[config.mk]
export PLATFORM = sky130hd
export DESIGN_NAME = y86_mem_arbiter
export DESIGN_NICKNAME = d
export VERILOG_FILES = /design/src/rtl/y86_mem_arbiter_pkg.sv /design/src/rtl/y86_mem_lat_timer.sv /design/src/rtl/y86_mem_arbiter.sv
export SDC_FILE = /design/constraint.sdc
export NUM_CORES = 1
export LEC_CHECK = 0
export CAP_MARGIN = 25
export CORE_MARGIN = 5
export CORE_UTILIZATION = 42
export CTS_BUF_LIST = sky130_fd_sc_hd__clkbuf_8 sky130_fd_sc_hd__clkbuf_16
export CTS_CLUSTER_SIZE = 20
export DETAILED_ROUTE_END_ITERATION = 16
export PLACE_DENSITY = 0.9
export SLEW_MARGIN = 20
export SYNTH_ARGS = -nofsm -noshare
export SYNTH_HDL_FRONTEND = slang
export SYNTH_SLANG_ARGS = --single-unit
[constraint.sdc]
create_clock -name clk_i -period 2.4 [get_ports clk_i]
set_input_delay 0.48 -clock clk_i [delete_from_list [all_inputs] [get_ports clk_i]]
set_output_delay 0.48 -clock clk_i [all_outputs]
set_load 0.03 [all_outputs]
[src/rtl/y86_mem_arbiter_pkg.sv]
// Shared encodings for the y86 data-memory arbiter: FSM states and access owners.
package y86_mem_arbiter_pkg;

  typedef enum logic [1:0] {
    S_IDLE   = 2'd0,
    S_ACCESS = 2'd1,
    S_RESP   = 2'd2
  } state_e;

  typedef enum logic {
    OWN_P = 1'b0,
    OWN_D = 1'b1
  } owner_e;

  // Width of the latency and starvation counters; both limits are at most 15.
  localparam int unsigned CNT_W = 4;

endpackage

[src/rtl/y86_mem_lat_timer.sv]
// Loadable down-counter with a zero flag; it times the fixed memory access window.
module y86_mem_lat_timer #(
  parameter int unsigned W = 4
) (
  input  logic         clk_i,
  input  logic         rst_ni,
  input  logic         load_i,
  input  logic [W-1:0] load_val_i,
  input  logic         dec_i,
  output logic         zero_o
);

  logic [W-1:0] count_q;

  // A load takes priority over a decrement, and the count parks at zero.
  always_ff @(posedge clk_i or negedge rst_ni) begin
    if (!rst_ni) begin
      count_q <= '0;
    end else if (load_i) begin
      count_q <= load_val_i;
    end else if (dec_i && (count_q != '0)) begin
      count_q <= count_q - W'(1);
    end
  end

  assign zero_o = (count_q == '0);

endmodule

[src/rtl/y86_mem_arbiter.sv]
// Shares the single data-memory port between the pipeline (P) and the debug loader (D),
// one fixed-latency access at a time, with bounded starvation of D.
module y86_mem_arbiter
  import y86_mem_arbiter_pkg::*;
#(
  parameter int unsigned AW         = 32,
  parameter int unsigned DW         = 32,
  parameter int unsigned LAT        = 1,
  parameter int unsigned STARVE_LIM = 4
) (
  input  logic          clk_i,
  input  logic          rst_ni,
  input  logic          m_rd_i,
  input  logic          m_wr_i,
  input  logic [AW-1:0] m_addr_i,
  input  logic [DW-1:0] m_wdata_i,
  output logic          m_stall_o,
  output logic          m_done_o,
  output logic [DW-1:0] m_rdata_o,
  input  logic          d_req_i,
  input  logic          d_we_i,
  input  logic [AW-1:0] d_addr_i,
  input  logic [DW-1:0] d_wdata_i,
  output logic          d_ack_o,
  output logic [DW-1:0] d_rdata_o,
  output logic [AW-1:0] mem_addr_o,
  output logic [DW-1:0] mem_wdata_o,
  output logic          mem_we_o,
  input  logic [DW-1:0] mem_rdata_i,
  output logic          gnt_dbg_o,
  output logic          err_o
);

  state_e           state_q;
  owner_e           owner_q;
  logic [AW-1:0]    addr_q;
  logic [DW-1:0]    wdata_q;
  logic             we_q;
  logic             mem_we_q;
  logic             m_done_q;
  logic             d_ack_q;
  logic [DW-1:0]    m_rdata_q;
  logic [DW-1:0]    d_rdata_q;
  logic [CNT_W-1:0] starve_q;
  logic             err_q;

  logic p_req;
  logic starve_hit;
  logic grant_p;
  logic grant_d;
  logic lat_zero;

  assign p_req      = m_rd_i | m_wr_i;
  assign starve_hit = d_req_i && (starve_q == CNT_W'(STARVE_LIM));
  assign grant_p    = (state_q == S_IDLE) && p_req && !starve_hit;
  assign grant_d    = (state_q == S_IDLE) && d_req_i && !grant_p;

  y86_mem_lat_timer #(
    .W(CNT_W)
  ) u_lat_timer (
    .clk_i      (clk_i),
    .rst_ni     (rst_ni),
    .load_i     (grant_p | grant_d),
    .load_val_i (CNT_W'(LAT - 1)),
    .dec_i      (state_q == S_ACCESS),
    .zero_o     (lat_zero)
  );

  always_ff @(posedge clk_i or negedge rst_ni) begin
    if (!rst_ni) begin
      state_q   <= S_IDLE;
      owner_q   <= OWN_P;
      addr_q    <= '0;
      wdata_q   <= '0;
      we_q      <= 1'b0;
      mem_we_q  <= 1'b0;
      m_done_q  <= 1'b0;
      d_ack_q   <= 1'b0;
      m_rdata_q <= '0;
      d_rdata_q <= '0;
      starve_q  <= '0;
      err_q     <= 1'b0;
    end else begin
      mem_we_q <= 1'b0;
      m_done_q <= 1'b0;
      d_ack_q  <= 1'b0;

      if (m_rd_i && m_wr_i) begin
        err_q <= 1'b1;
      end

      // D's patience only accumulates while it keeps asking and P keeps winning.
      if (!d_req_i || grant_d) begin
        starve_q <= '0;
      end else if (grant_p && (starve_q != CNT_W'(STARVE_LIM))) begin
        starve_q <= starve_q + CNT_W'(1);
      end

      case (state_q)
        S_IDLE: begin
          if (grant_p) begin
            addr_q   <= m_addr_i;
            wdata_q  <= m_wdata_i;
            we_q     <= m_wr_i;
            mem_we_q <= m_wr_i;
            owner_q  <= OWN_P;
            state_q  <= S_ACCESS;
          end else if (grant_d) begin
            addr_q   <= d_addr_i;
            wdata_q  <= d_wdata_i;
            we_q     <= d_we_i;
            mem_we_q <= d_we_i;
            owner_q  <= OWN_D;
            state_q  <= S_ACCESS;
          end
        end
        S_ACCESS: begin
          if (lat_zero) begin
            if (!we_q && (owner_q == OWN_D)) begin
              d_rdata_q <= mem_rdata_i;
            end else if (!we_q) begin
              m_rdata_q <= mem_rdata_i;
            end
            m_done_q <= (owner_q == OWN_P);
            d_ack_q  <= (owner_q == OWN_D);
            state_q  <= S_RESP;
          end
        end
        S_RESP: begin
          state_q <= S_IDLE;
        end
        default: begin
          state_q <= S_IDLE;
        end
      endcase
    end
  end

  // Stall is gated by reset so that every output reads zero while reset is held.
  assign m_stall_o   = rst_ni & p_req & ~m_done_q;
  assign m_done_o    = m_done_q;
  assign m_rdata_o   = m_rdata_q;
  assign d_ack_o     = d_ack_q;
  assign d_rdata_o   = d_rdata_q;
  assign mem_addr_o  = addr_q;
  assign mem_wdata_o = wdata_q;
  assign mem_we_o    = mem_we_q;
  assign gnt_dbg_o   = (owner_q == OWN_D);
  assign err_o       = err_q;

endmodule

==> results of run 1 <==
where the power goes:
part / total (mW) / internal, mW / leakage (nW) / switching (mW)
registers: 4.40 / 3.66 / 1.70 / 0.741
clock network: 2.64 / 1.58 / 0.292 / 1.06
logic: 8.58 / 4.35 / 2.37 / 4.23
total: 15.6 / 9.59 / 4.36 / 6.03
synth_stat cells (2+ instances only):
cell	instances	area share, %
mux2_4	30	7.0
buf_2	10	0.78
nor2b_1	3	0.29
inv_1	5	0.29
nand4b_1	2	0.27
mux2i_1	3	0.47
and3_1	2	0.19
nand3_1	7	0.54
o21ai_0	5	0.39
or2_2	2	0.19
ha_1	3	0.58
nand4_1	3	0.29
nor3_1	3	0.23
clkbuf_1	10	0.58
nand2_1	5	0.29
nor2_1	5	0.29
mux2_2	162	28
a21oi_1	5	0.39
buf_12	3	0.93
nor3b_1	2	0.23
dfrtp_1	144	56
layout by cell type (no fill, tap or decap), types with 2 or more instances in the layout:
master / count
nand3_1: 6
nor2_1: 5
o21ai_0: 5
bufinv_16: 2
clkdlybuf4s50_1: 297
buf_4: 14
mux2_4: 30
nand4b_1: 2
inv_8: 2
and3_1: 2
inv_1: 6
a21oi_1: 5
nand4_1: 3
clkbuf_16: 17
buf_12: 4
mux2i_1: 3
nor3_1: 3
or2_2: 2
clkinv_4: 4
dfrtp_1: 144
inv_6: 2
mux2_2: 162
ha_1: 3
nor2b_1: 3
clkinvlp_4: 2
nand2_1: 5
registers in the layout, indices dropped and copies added, names as in the netlist:
register             cells
d_ack_o                  1
we_q                     1
mem_addr_o              32
m_rdata_o               32
u_lat_timer.count_q      4
m_done_o                 1
gnt_dbg_o                1
mem_wdata_o             32
starve_q                 4
state_q                  2
err_o                    1
d_rdata_o               32
mem_we_o                 1
critical path, delay by kind of cell, from the launching register on:
family	cells	cell delay (ns)
simple gates	2	1.10
flops	1	0.40
mux	1	0.40
fa+ha+maj	1	0.19
buf+inv	1	0.08
through the flow:
| stage | area, um^2 | worst slack, ns | hold WS [ns] | utilization [%] | std cells |
|---|---|---|---|---|---|
| floorplan | 6439 | 0.2206 | 0.1844 | - | 425 |
| global placement | 9692 | -0.03746 | 0.4407 | 63.99 | 905 |
| detailed placement | 9692 | -0.03831 | 0.4932 | 63.99 | 905 |
| CTS | 10290 | 0.1049 | 0.3173 | 67.93 | 937 |
| global route | 10310 | 0.04122 | 0.1508 | 68.06 | 938 |
| finish | 10310 | 0.09760 | 0.1301 | 68.06 | 938 |
area by class of cell:
| type | instances | area, um^2 | share of cell area [%] |
|---|---|---|---|
| inverter | 5 | 18.77 | 0.1821 |
| clock buffer | 18 | 439.2 | 4.260 |
| multi-input combinational | 252 | 2675 | 25.95 |
| sequential | 144 | 3603 | 34.96 |
| tap | 188 | 235.2 | 2.282 |
| timing repair buffer | 317 | 3178 | 30.83 |
| clock inverter | 14 | 158.9 | 1.541 |
cells by family (layout without fill, tap and decap cells):
logic type	count (synthesis)	in the layout
flip-flops	144	144
AND/OR/NAND/NOR	39	39
buffers and inverters	29	354
multiplexers	195	195
AO/OA/AOI/OAI	15	15
adder cells (fa/ha/maj)	3	3
routing by layer:
layer | vias up | part of all wire (%) | global-route usage (%)
met5 | - | 0 | 0
met4 | 0 | 2.2 | 8.000
met3 | 28 | 9.1 | 7.952
met2 | 229 | 51 | 36.36
met1 | 2287 | 38 | 22.39
li1 | 2155 | - | -
what timing repair did:
item	4_1_cts	5_1_grt
endpoints found under the setup margin	1	0
setup buffers	0	0
resized for setup	1	0
worst max-delay path by stage:
| stage | endpoint | cells after the start |
|---|---|---|
| CTS | m_rdata_o[19] | 5 |
| finish | m_rdata_o[5] | 5 |
| global route | m_rdata_o[19] | 5 |
| detailed placement | m_stall_o | 4 |
| floorplan | m_rdata_o[0] | 8 |
| global placement | m_stall_o | 4 |
==> results.toml, run 1 <==
[power]
p_per_area_nw_per_um2 = 1515
finalPower_mw = 15.62
peakVddDrop_v = 0.0007388
p_leak_nw = 4.365

[routing]
dr.pass1.iters = 4
drtAntennaViolNets = 0
via_per_inst = 5.010
drt_iter0_drc = 118
wl_mm = 18.42
wl_per_cell_um = 19.63
num_vias = 4699
post-route-drc-count = 0

[sta]
fin_tns_setup_ns = 0
setup_viol = 0
tightestPinTransition_ns = 0.8670
fmax_ghz = 0.4343
finalHoldViolCount = 0
maxSlewHeadroom_pct = 42.20
finalClockSkew_ns = 0.01052
rsz0062_at_grt = "no"
slew_viol_final = 0
fin_crit_ns = 2.302
finalCritPeriodShare_pct = 95.93

[logic_synthesis]
synthDistinctLibCells = 32
syn-cell-area_um2 = 6439
synthAdderAreaFrac_pct = 0.5830
yosysSeqAreaShare_pct = 55.97
synth.avg_cell_area_um2 = 15.15
syn_inst = 425
synthSimpleGateAreaFrac_pct = 3.537
synth_top_family_by_area = "multiplexers"
synth_compound_area_share_pct = 1.360
synth_flop_cell = "dfrtp_1"
synth_xor_xnor_area_share_pct = 0
syn_nets = 594
synth-async-reset-ratio_pct = 100.0
yosysWarnings = 0
synth_edf_count = 0
synth_mux_area_share_pct = 35.79
ys_seq_elements = 144

[floorplanning]
chipHeight_um = 133.8
coreArea_um2 = 15150
dieArea_um2 = 17910
chipWidth_um = 133.8
num_rows = 45
pin_count = 300
start_util_pct = 42.51

[global_routing]
gr-total-overflow = 0
grt_max_degree = 77
grt_use_total_pct = 20.62
antenna_found_initial = 0
grt_pass1_vias = 5387
grt_pass1_wl_mm = 28.88

[status]
status = "completed"

[final_layout]
drive_gt1_share_pct = 32.93
fillers = 1013
n_antenna_cell = 0
synthToLayoutAreaGrowth_pct = 60.10
nNetsFinal = 906

[placement]
gp_congestion = 0.8316
io_buffers = 299
dp_hpwl_mm = 14.08

[worst_setup_path]
timing.rr.start = "u_lat_timer.count_q[0]"
worstSetupEndpointType = "flip-flop"
criticalPathCategory = "flip-flop to flip-flop"
crit_path_start_kind = "flip-flop"
ff2ff_path_depth = 5
r2r_end = "m_rdata_o[5]"
r2r_slack_ns = 0.1
path_max_fanout = 32
cpMaxStageDelayCell = "or4_4"
required_ns = 2.69
critPathArrivalTime_ns = 2.59
critical_path.startpoint = "u_lat_timer.count_q[0]"
max_stage_delay_ns = 0.72
path_cells = "inv_1 -> ha_1 -> or3b_1 -> or4_4 -> mux2_4"

[clocking]
clk_pin_slew_ns = 0.06
numCtsBuffers = 17
cts_htree_levels = 4
holdBufCountCts = 0
clock_path_buffers = 2
insertion_delay_ns = 0.41
cts-root-buf = "clkbuf_16"
cts.sinks = 144
cts_tree = "yes"

[job]
drv_cap = 0

[worst_hold_path]
hold_class = "input port to async pin"
Note: power is estimated with default switching activity, not from simulation.
==> run 2: changes to the inputs <==
--- a/config.mk
+++ b/config.mk
@@ -6,13 +6,11 @@
 export NUM_CORES = 1
 export LEC_CHECK = 0
 export CAP_MARGIN = 25
-export CORE_MARGIN = 5
 export CORE_UTILIZATION = 42
 export CTS_BUF_LIST = sky130_fd_sc_hd__clkbuf_8 sky130_fd_sc_hd__clkbuf_16
 export CTS_CLUSTER_SIZE = 20
 export DETAILED_ROUTE_END_ITERATION = 16
 export PLACE_DENSITY = 0.9
-export SLEW_MARGIN = 20
 export SYNTH_ARGS = -nofsm -noshare
 export SYNTH_HDL_FRONTEND = slang
 export SYNTH_SLANG_ARGS = --single-unit
==> run 2 against run 1 <==
Effect of this change: clock skew is 0.0020 ns higher; combinational power is 0.6% higher; total power is 1.1% higher; register-to-register slack worse by 0.02 ns; non-clock buffer count is 4 lower; die area is 12% lower; critical path type unchanged.
==> results.toml, run 2 (synthesized netlist as in run 1, its figures left out) <==
[global_routing]
grt_pass1_wl_mm = 28.35
gr-total-overflow = 0
grt_use_total_pct = 23.65
grt_pass1_vias = 5241
grt_max_degree = 145
antenna_found_initial = 1

[final_layout]
final_common_cell = "clkdlybuf4s50_1"
drive_gt1_share_pct = 32.57
synthToLayoutAreaGrowth_pct = 60.01
nNetsFinal = 902
mostFrequentLayoutCells = "clkdlybuf4s50_1, mux2_2, dfrtp_1"
fillers = 990

[sta]
fin_ws_ns = 0.07512
slew_viol_final = 0
maxSlewHeadroom_pct = 50.39
finalClockSkew_ns = 0.01248
fin_crit_ns = 2.325
finalHoldViolCount = 0
setup_viol = 0
fmax_ghz = 0.4301
finalCritPeriodShare_pct = 96.87
rsz0062_at_grt = "no"
tightestPinTransition_ns = 0.7441
fin_tns_setup_ns = 0

[job]
drv_cap = 0

[clocking]
postCtsSetupRepairBufs = 0
ctsResizeCount = 0
cts_tree = "yes"
cts_htree_levels = 4
numCtsBuffers = 17
clock_path_buffers = 2
holdBufCountCts = 0
cts-root-buf = "clkbuf_16"
clk_pin_slew_ns = 0.06
cts.sinks = 144
insertion_delay_ns = 0.41

[power]
peakVddDrop_v = 0.0007907
switching_share_pct = 38.11
power.switching_mw = 6.021
p_leak_nw = 4.359
p_per_area_nw_per_um2 = 1533
power_report.internal_total_mw = 9.777
combPwrFrac_pct = 54.7
seqPwrFrac_pct = 27.7
power_frac_clock_pct = 17.7

[placement]
gp_congestion = 0.7723
io_buffers = 299
pre_cts_ws_ns = 0.03930
dp_hpwl_mm = 13.50

[routing]
wl_mm = 18.20
drtAntennaViolNets = 0
post-route-drc-count = 0
drt_iter0_drc = 138
via_per_inst = 5.097
dr.pass1.iters = 4
wl_per_cell_um = 19.55
num_vias = 4745

[worst_setup_path]
criticalPathCategory = "flip-flop to flip-flop"
timing.rr.start = "u_lat_timer.count_q[0]"
path_max_fanout = 32
required_ns = 2.69
crit_path_start_kind = "flip-flop"
worstSetupEndpointType = "flip-flop"
critical_path.startpoint = "u_lat_timer.count_q[0]"
critPathArrivalTime_ns = 2.62

[floorplanning]
pin_count = 300
chipHeight_um = 125.8
start_util_pct = 43.64
dieArea_um2 = 15830
coreArea_um2 = 14750
chipWidth_um = 125.8
num_rows = 44

[status]
status = "completed"

[worst_hold_path]
hold_class = "input port to async pin"
## run 2: cell count changes in the layout (fill, tap and decap cells not counted), sizes merged
cell	change
dlygate4sd2	-1
clkinvlp	+1
diode	+1
clkinv	-3
bufinv	+2
buf	-3
## run 2: critical path: stages (launching register included)
cell,delay [ns]
dfrtp_1,0.39
inv_1,0.09
ha_1,0.18
or3b_1,0.37
or4_4,0.72
mux2_4,0.40
## run 2: per-layer routing
layer | track usage [%] | part of all wire [%]
met1 | 23.93 | 36
met2 | 43.59 | 52
met3 | 8.921 | 8.7
met4 | 9.709 | 3.0
met5 | 0 | 0
## run 2: path summary, 6_finish.rpt
check	slack (ns)	cells past startpoint	end
max	0.08	5	m_rdata_o[10]
min	0.21	2	we_q
max reg2reg	0.08	5	m_rdata_o[10]
min reg2reg	0.46	1	err_o
max in group asynchronous	1.66	2	mem_addr_o[9]
min in group clk_i	0.46	1	err_o
## run 2: power groups by stage
| stage | sequential [mW] | combinational (mW) | clock (mW) |
|---|---|---|---|
| 6_report | 4.37 | 8.63 | 2.79 |
| 5_1_grt | 4.51 | 9.03 | 2.95 |
| 4_1_cts | 4.37 | 8.69 | 2.84 |
| 3_5_place_dp | 4.39 | 8.62 | 0 |
| 3_3_place_gp | 4.28 | 8.40 | 0 |
| 2_1_floorplan | 6.57 | 3.01 | 0 |
## run 2: area by class of cell
cell class	count	area, um^2	share of cell area, %
antenna	1	2.502	0.02429
multi-input combinational	252	2675	25.97
clock inverter	14	186.4	1.810
inverter	5	18.77	0.1822
timing repair buffer	313	3147	30.54
tap	184	230.2	2.235
clock buffer	18	439.2	4.263
sequential	144	3603	34.98
## run 2: stage by stage
| step | hold slack (ns) | power, mW | utilization (%) | area, um^2 | instances |
|---|---|---|---|---|---|
| floorplan | 0.1844 | 9.579 | - | 6439 | 425 |
| global placement | 0.4402 | 12.68 | 65.57 | 9674 | 898 |
| detailed placement | 0.4470 | 13.01 | 65.57 | 9674 | 898 |
| CTS | 0.2402 | 15.90 | 69.81 | 10300 | 930 |
| global route | 0.2741 | 16.49 | 69.83 | 10300 | 931 |
| finish | 0.2138 | 15.80 | 69.83 | 10300 | 931 |
